<file path="src/rtl/guess_entry.sv">
// Digit-entry front end for a guessing game: synchronizes three buttons, builds a
// 1..3 digit BCD guess and strobes it out on confirm. Optional debounce: GUESS_ENTRY_DEBOUNCE_EN.
module guess_entry #(
  parameter int DEBOUNCE_CYCLES = 16
) (
  input  logic       clk,
  input  logic       rst_n,
  input  logic [3:0] digit_sw,
  input  logic       enter_btn,
  input  logic       confirm_btn,
  input  logic       clear_btn,
  input  logic [1:0] required_digits,
  output logic [3:0] key0,
  output logic [3:0] key1,
  output logic [3:0] key2,
  output logic [1:0] entered_count,
  output logic       confirm_pulse,
  output logic       entry_error,
  output logic [1:0] fsm_state
);

  typedef enum logic [1:0] {IDLE, ENTRY, READY, SUBMIT} state_t;

  if (DEBOUNCE_CYCLES < 1) begin : g_bad_param
    $error("DEBOUNCE_CYCLES must be at least 1");
  end

  // Button vectors are ordered {clear, confirm, enter}.
  logic [2:0] btn_raw, s1, s2, level, prev, armed, rise;
  logic [1:0] settle;
  logic       settled;

  assign btn_raw = {clear_btn, confirm_btn, enter_btn};
  assign settled = (settle == 2'd2);
  // A button only arms once the synchronizer has seen it low after reset,
  // so a press held across reset never produces an action.
  assign rise    = level & ~prev & armed;

  always_ff @(posedge clk or negedge rst_n) begin
    if (!rst_n) begin
      s1     <= '0;
      s2     <= '0;
      prev   <= '0;
      armed  <= '0;
      settle <= '0;
    end else begin
      s1    <= btn_raw;
      s2    <= s1;
      prev  <= level;
      armed <= armed | (~s2 & {3{settled}});
      if (!settled) settle <= settle + 2'd1;
    end
  end

`ifdef GUESS_ENTRY_DEBOUNCE_EN
  localparam int CW = $clog2(DEBOUNCE_CYCLES + 1);
  logic [CW-1:0] db_cnt [3];
  logic [2:0]    db_level;

  assign level = db_level;

  always_ff @(posedge clk or negedge rst_n) begin
    if (!rst_n) begin
      db_level <= '0;
      for (int i = 0; i < 3; i++) db_cnt[i] <= '0;
    end else begin
      for (int i = 0; i < 3; i++) begin
        if (s2[i] != db_level[i]) begin
          if (db_cnt[i] == CW'(DEBOUNCE_CYCLES - 1)) begin
            db_level[i] <= s2[i];
            db_cnt[i]   <= '0;
          end else begin
            db_cnt[i] <= db_cnt[i] + CW'(1);
          end
        end else begin
          db_cnt[i] <= '0;
        end
      end
    end
  end
`else
  assign level = s2;
`endif

  state_t     state, state_nx;
  logic [3:0] k0_nx, k1_nx, k2_nx;
  logic [1:0] cnt_nx, req_eff, req_q;
  logic       cp_nx, err_nx, req_chg;

  assign req_eff   = (required_digits == 2'd0) ? 2'd1 : required_digits;
  assign req_chg   = (req_q != required_digits);
  assign fsm_state = state;

  always_comb begin
    state_nx = state;
    k0_nx    = key0;
    k1_nx    = key1;
    k2_nx    = key2;
    cnt_nx   = entered_count;
    cp_nx    = 1'b0;
    err_nx   = 1'b0;
    if (state == SUBMIT) begin
      state_nx = IDLE;
      {k2_nx, k1_nx, k0_nx} = '0;
      cnt_nx   = '0;
    end else if (rise[2] || req_chg) begin
      state_nx = IDLE;
      {k2_nx, k1_nx, k0_nx} = '0;
      cnt_nx   = '0;
    end else if (rise[1]) begin
      if (state == READY) begin
        state_nx = SUBMIT;
        cp_nx    = 1'b1;
      end else begin
        err_nx = 1'b1;
      end
    end else if (rise[0]) begin
      if (state != READY && digit_sw <= 4'd9) begin
        k2_nx    = key1;
        k1_nx    = key0;
        k0_nx    = digit_sw;
        cnt_nx   = entered_count + 2'd1;
        state_nx = (cnt_nx == req_eff) ? READY : ENTRY;
      end else begin
        err_nx = 1'b1;
      end
    end
  end

  always_ff @(posedge clk or negedge rst_n) begin
    if (!rst_n) begin
      state         <= IDLE;
      key0          <= '0;
      key1          <= '0;
      key2          <= '0;
      entered_count <= '0;
      confirm_pulse <= 1'b0;
      entry_error   <= 1'b0;
      req_q         <= '0;
    end else begin
      state         <= state_nx;
      key0          <= k0_nx;
      key1          <= k1_nx;
      key2          <= k2_nx;
      entered_count <= cnt_nx;
      confirm_pulse <= cp_nx;
      entry_error   <= err_nx;
      req_q         <= required_digits;
    end
  end

endmodule

</file>
<file path="config.mk">
export PLATFORM = sky130hd
export DESIGN_NAME = guess_entry
export DESIGN_NICKNAME = d
export VERILOG_FILES = /design/src/rtl/guess_entry.sv
export SDC_FILE = /design/constraint.sdc
export NUM_CORES = 1
export LEC_CHECK = 0
export BUFFER_PORTS_ARGS = -buffer_cell sky130_fd_sc_hd__buf_2
export CELL_PAD_IN_SITES_DETAIL_PLACEMENT = 0
export CELL_PAD_IN_SITES_GLOBAL_PLACEMENT = 1
export CORE_MARGIN = 5
export CORE_UTILIZATION = 45
export CTS_CLUSTER_SIZE = 40
export DETAILED_ROUTE_END_ITERATION = 10
export PLACE_DENSITY_LB_ADDON = 0.1
export SLEW_MARGIN = 20
export SYNTH_ARGS = -nofsm -noshare
export SYNTH_HDL_FRONTEND = slang
export SYNTH_SLANG_ARGS = --single-unit
</file>
<file path="constraint.sdc">
create_clock -name clk -period 3.9 [get_ports clk]
set_input_delay 0.585 -clock clk [delete_from_list [all_inputs] [get_ports clk]]
set_output_delay 0.585 -clock clk [all_outputs]
set_load 0.02 [all_outputs]
</file>
==> Word-level counts from Yosys, hierarchy flattened <==
Cells that the tools add are included.
{ "op_classes": {"mux": 38, "bitwise_logic": 6, "reduce_logical": 9, "magnitude_cmp": 1, "eq_ne": 8, "add_sub_neg": 2} }
{ "ops": {"columns": ["op", "count"], "rows": [
  ["4-bit two-way mux", 15],
  ["2-bit two-way mux", 13],
  ["1-bit two-way mux", 10],
  ["3-bit AND", 3],
  ["4-bit nonzero test", 2],
  ["2-bit == test (second input constant)", 3],
  ["3-bit inverter", 2],
  ["3-bit AND reduction", 2],
  ["3-bit nonzero test", 2],
  ["2-bit by 1-bit adder with 2-bit output (second input constant)", 2],
  ["4-bit <= comparator (second input constant)", 1],
  ["4-bit by 1-bit inequality test with 1-bit output (second input constant)", 1],
  ["3-bit by 1-bit inequality test with 1-bit output (second input constant)", 1],
  ["3-bit OR", 1],
  ["2-bit == test", 1],
  ["2-bit zero test", 1],
  ["2-bit inequality test", 1],
  ["2-bit inequality test (second input constant)", 1],
  ["1-bit logical AND", 1],
  ["1-bit logical OR", 1]
]} }
{ "word_totals": {"input_bits": 11, "regBits": 34} }

==> Depth between registers and ports, before layout <==
{ "depth": {"word_depth": 9, "depth_mapped": 5} }

==> Worst setup path before layout <==
OpenSTA, ideal clock, no wires.
{ "synth_timing": {"path_kind": "input to register", "start": "in digit_sw[2]", "end": "reg entered_count[1]", "t_arrival_ns": 1.384, "setup_slack_ns": 2.390, "path_stages": 5, "cell_sequence": "o21ai_2 -> nand4_4 -> buf_4 -> o21ai_0 -> a21oi_1"} }
{ "synth_between": {"elab_chain_len": 4} }
{ "synth_rtl": {"columns": ["element", "line_no", "text"], "rows": [
  ["start: declaration", "8", "input logic [3:0] digit_sw,"],
  ["4-bit <= comparator", "118", "if (state != READY && digit_sw <= 4'd9) begin"],
  ["1-bit logical AND", "118", null],
  ["3-bit nonzero test (no line)", null, null],
  ["3-bit AND reduction (no line)", null, null],
  ["end signal: assignment", "145", "entered_count <= cnt_nx;"],
  ["end: declaration", "16", "output logic [1:0] entered_count,"]
]} }
No other way between the ends.
A chain may end at the register's enable or synchronous reset.

==> Worst setup path after layout <==
{ "layout_timing": {"start": "reg s2[1], in the netlist level[1]", "end": "reg entered_count[1]"} }
{ "layout_between": {"elab_chain_len": 4} }
{ "layout_rtl": {"columns": ["element", "line_no", "text"], "rows": [
  ["start: declaration", "29", "logic [2:0] btn_raw, s1, s2, level, prev, armed, rise;"],
  ["start signal: assignment", "42", "s2 <= '0;"],
  ["start signal: assignment", "48", "s2 <= s1;"],
  ["3-bit AND (2 in a row)", "37", "assign rise = level & ~prev & armed;"],
  ["3-bit by 1-bit inequality test with 1-bit output (no line)", null, null],
  ["3-bit AND reduction (no line)", null, null]
]} }
No other way between the ends.

==> reports/qor.yml <==
cts:
  cts_tree: "built"
  cts_resized: 0
  postCtsSetupRepairBufs: 0
  htree_levels: 2
  numClockSinks: 34
  cts_root_buf: "clkbuf_4"
  numCtsBuffers: 5
  clk_path_buf_depth: 2
  hold_buffers: 0
  path_clk_slew_ns: 0.10
  clk_latency_ns: 0.32
floorplanning:
  dieArea_um2: 4150
  coreArea_um2: 2810
  initial_core_util: 0.475
  die_y_um: 64.4
  ios: 29
  num_rows: 19
  dieWidth_um: 64.4
worst_setup_path:
  path_cells: "nand3b_1, nand4_4, or3_1, a21oi_1"
  r2r_setup_slack_ns: 2.27
  slowest_stage: "or3_1"
  cp_max_fo: 18
  crit_required_ns: 4.15
  critPathArrivalTime_ns: 1.88
  cp-start-kind: "flop"
  path_class: "reg2reg"
  crit_start: "level[1]$_DFF_PN0_"
  cp-end-kind: "flop"
  cpPeakStageDelay_ns: 0.43
  cp-endpoint: "entered_count[1]$_DFFE_PN0P_"
  r2r-end: "entered_count[1]$_DFFE_PN0P_"
  ff2ff_path_depth: 4
  r2r_start: "level[1]$_DFF_PN0_"
synth:
  synth_area_leaders: "dfrtp_1, mux2i_1, nor2_1"
  netlist_instances: 104
  synth.top_cell.area_share: 0.638
  syn_nets: 116
  avgSynthCellArea_um2: 12.8
  synth_top_area_cell: "dfrtp_1"
  yosysWarnings: 0
  ys_ff_latch: 34
  netlist-cell-type-count: 30
  ys_seq_area_frac: 0.638
  syn-cell-area_um2: 1330
global_routing:
  grt_start_max_net_pins: 35
  grt-ovfl-total: 0
  grt_pass1_wl_mm: 4.06
  grt_usage: 0.128
  antenna_found_initial: 0
  grt_pass1_vias: 889
placement:
  gp_congestion: 0.653
  hpwlAfterDp_mm: 1.54
  place_inst: 161
  portBuffers: 28
  place_ws_ns: 1.99
detailed_routing:
  drt-wirelength-per-cell_um: 13.1
  drt-total-wl_mm: 2.21
  route.detailed.drc: 0
  firstDrtPassIters: 2
  drtIter0Drc: 34
  drt-vias-per-instance: 5.15
  vias: 871
  ant_nets: 0
power_and_ir_drop:
  peakVddDrop_mv: 0.201
  power_density_nw_per_um2: 387
  p_leak_nw: 0.829
  total_power_w: 0.000601
timing:
  slew_viol_final: 0
  hold_viol: 0
  rsz0062_at_grt: "no"
  fin_tns_setup_ns: 0
  layout_min_cycle_time_ns: 1.63
  holdWs_ns: 0.317
  worst_pin_slew_ns: 0.743
  fin_skew_ns: 0.00614
  fin_ws_ns: 2.27
  max_freq_mhz: 612
  finalCritPeriodShare: 0.419
  slew_headroom: 0.505
  finalSetupViolCount: 0
final_layout:
  diodes: 0
  drive_above_1_share: 0.304
  layout.nets: 149
  nFillCells: 242
  final_cell_mix: "dfrtp_1, buf_2, nor2_1"
  final_common_cell: "dfrtp_1"
  fin_cells: 169
  area_delta_synth_final_pct: 16.5
hold_path:
  hold_class: "in2async"
flow_run:
  cap_violations: 0
status:
  status: "complete, no violations"
-- per-stage QoR --
step	util	instance area [um^2]
finish	0.554	1550
global route	0.554	1550
CTS	0.554	1550
detailed placement	0.532	1490
global placement	0.532	1490
floorplan	-	1330
-- synth_stat cells (all sizes together) --
library cell	instances
nor4bb	1
o21ai	4
dfrtp	34
ha	1
xor2	2
and3b	1
nand2	6
xnor2	2
o31ai	1
inv	7
nor3	1
nand3b	1
a31oi	1
or3	1
nand4b	1
mux2i	12
buf	2
nand4	1
a21oi	2
and4	1
a21o	3
o21bai	1
nor2	15
a311oi	1
nand2b	1
nor2b	1
-- how the worst min path moves through the flow --
stage | cells past startpoint | slack, ns | end | startpoint
finish | 1 | 0.32 | key0[2]$_DFFE_PN0P_ | rst_n
global route | 1 | 0.33 | s1[2]$_DFF_PN0_ | clear_btn
CTS | 1 | 0.33 | key0[2]$_DFFE_PN0P_ | rst_n
detailed placement | 0 | 0.34 | level[1]$_DFF_PN0_ | s1[1]$_DFF_PN0_
global placement | 0 | 0.33 | level[1]$_DFF_PN0_ | s1[1]$_DFF_PN0_
floorplan | 0 | 0.29 | armed[0]$_DFF_PN0_ | rst_n
-- flip-flops by register name, indices dropped and copies added (netlist names) --
register,count
armed,3
prev,3
entered_count,2
settle,2
level,3
key0,4
s1,3
key2,4
key1,4
fsm_state,2
confirm_pulse,1
req_q,2
entry_error,1
-- report_power, final --
group	switching [W]	internal [W]	leakage, nW
Sequential	0.00000377	0.000360	0.428
Combinational	0.0000277	0.0000150	0.366
Clock	0.000108	0.0000873	0.0353
-- final cells by class --
cell class              instances  area [um^2]  area share
clock buffers                   7         55.1      0.0355
clock inverters                 1         5.00     0.00322
inverters                       7         26.3      0.0169
multi-input cells              61          437       0.281
flip-flops and latches         34          851       0.548
well taps                      31         38.8      0.0250
repair buffers                 28          140      0.0902
-- per-layer routing --
layer | up-vias | routed length [um] | track usage
met1 | 429 | 1000 | 0.153
met4 | 0 | 30 | 0.0712
li1 | 416 | - | -
met5 | - | 0 | 0
met3 | 4 | 134 | 0.0466
met2 | 22 | 1040 | 0.200
-- worst max-delay path: cells and delay by family (launching register included) --
kind            cells  cell delay (ns)
flops               1             0.41
compound gates      1             0.14
simple gates        3             1.00
-- logic make-up after synthesis --
logic type / Yosys count / share of synthesized area
AOI/OAI and AO/OA: 13 / 0.0695
xor gates and xnor gates: 4 / 0.0263
adders and majority gates: 1 / 0.00939
buffers and inverters: 9 / 0.0338
DFF: 34 / 0.639
muxes: 12 / 0.0901
and+or+nand+nor: 31 / 0.132
No activity file was read; power rests on OpenSTA's default activity.
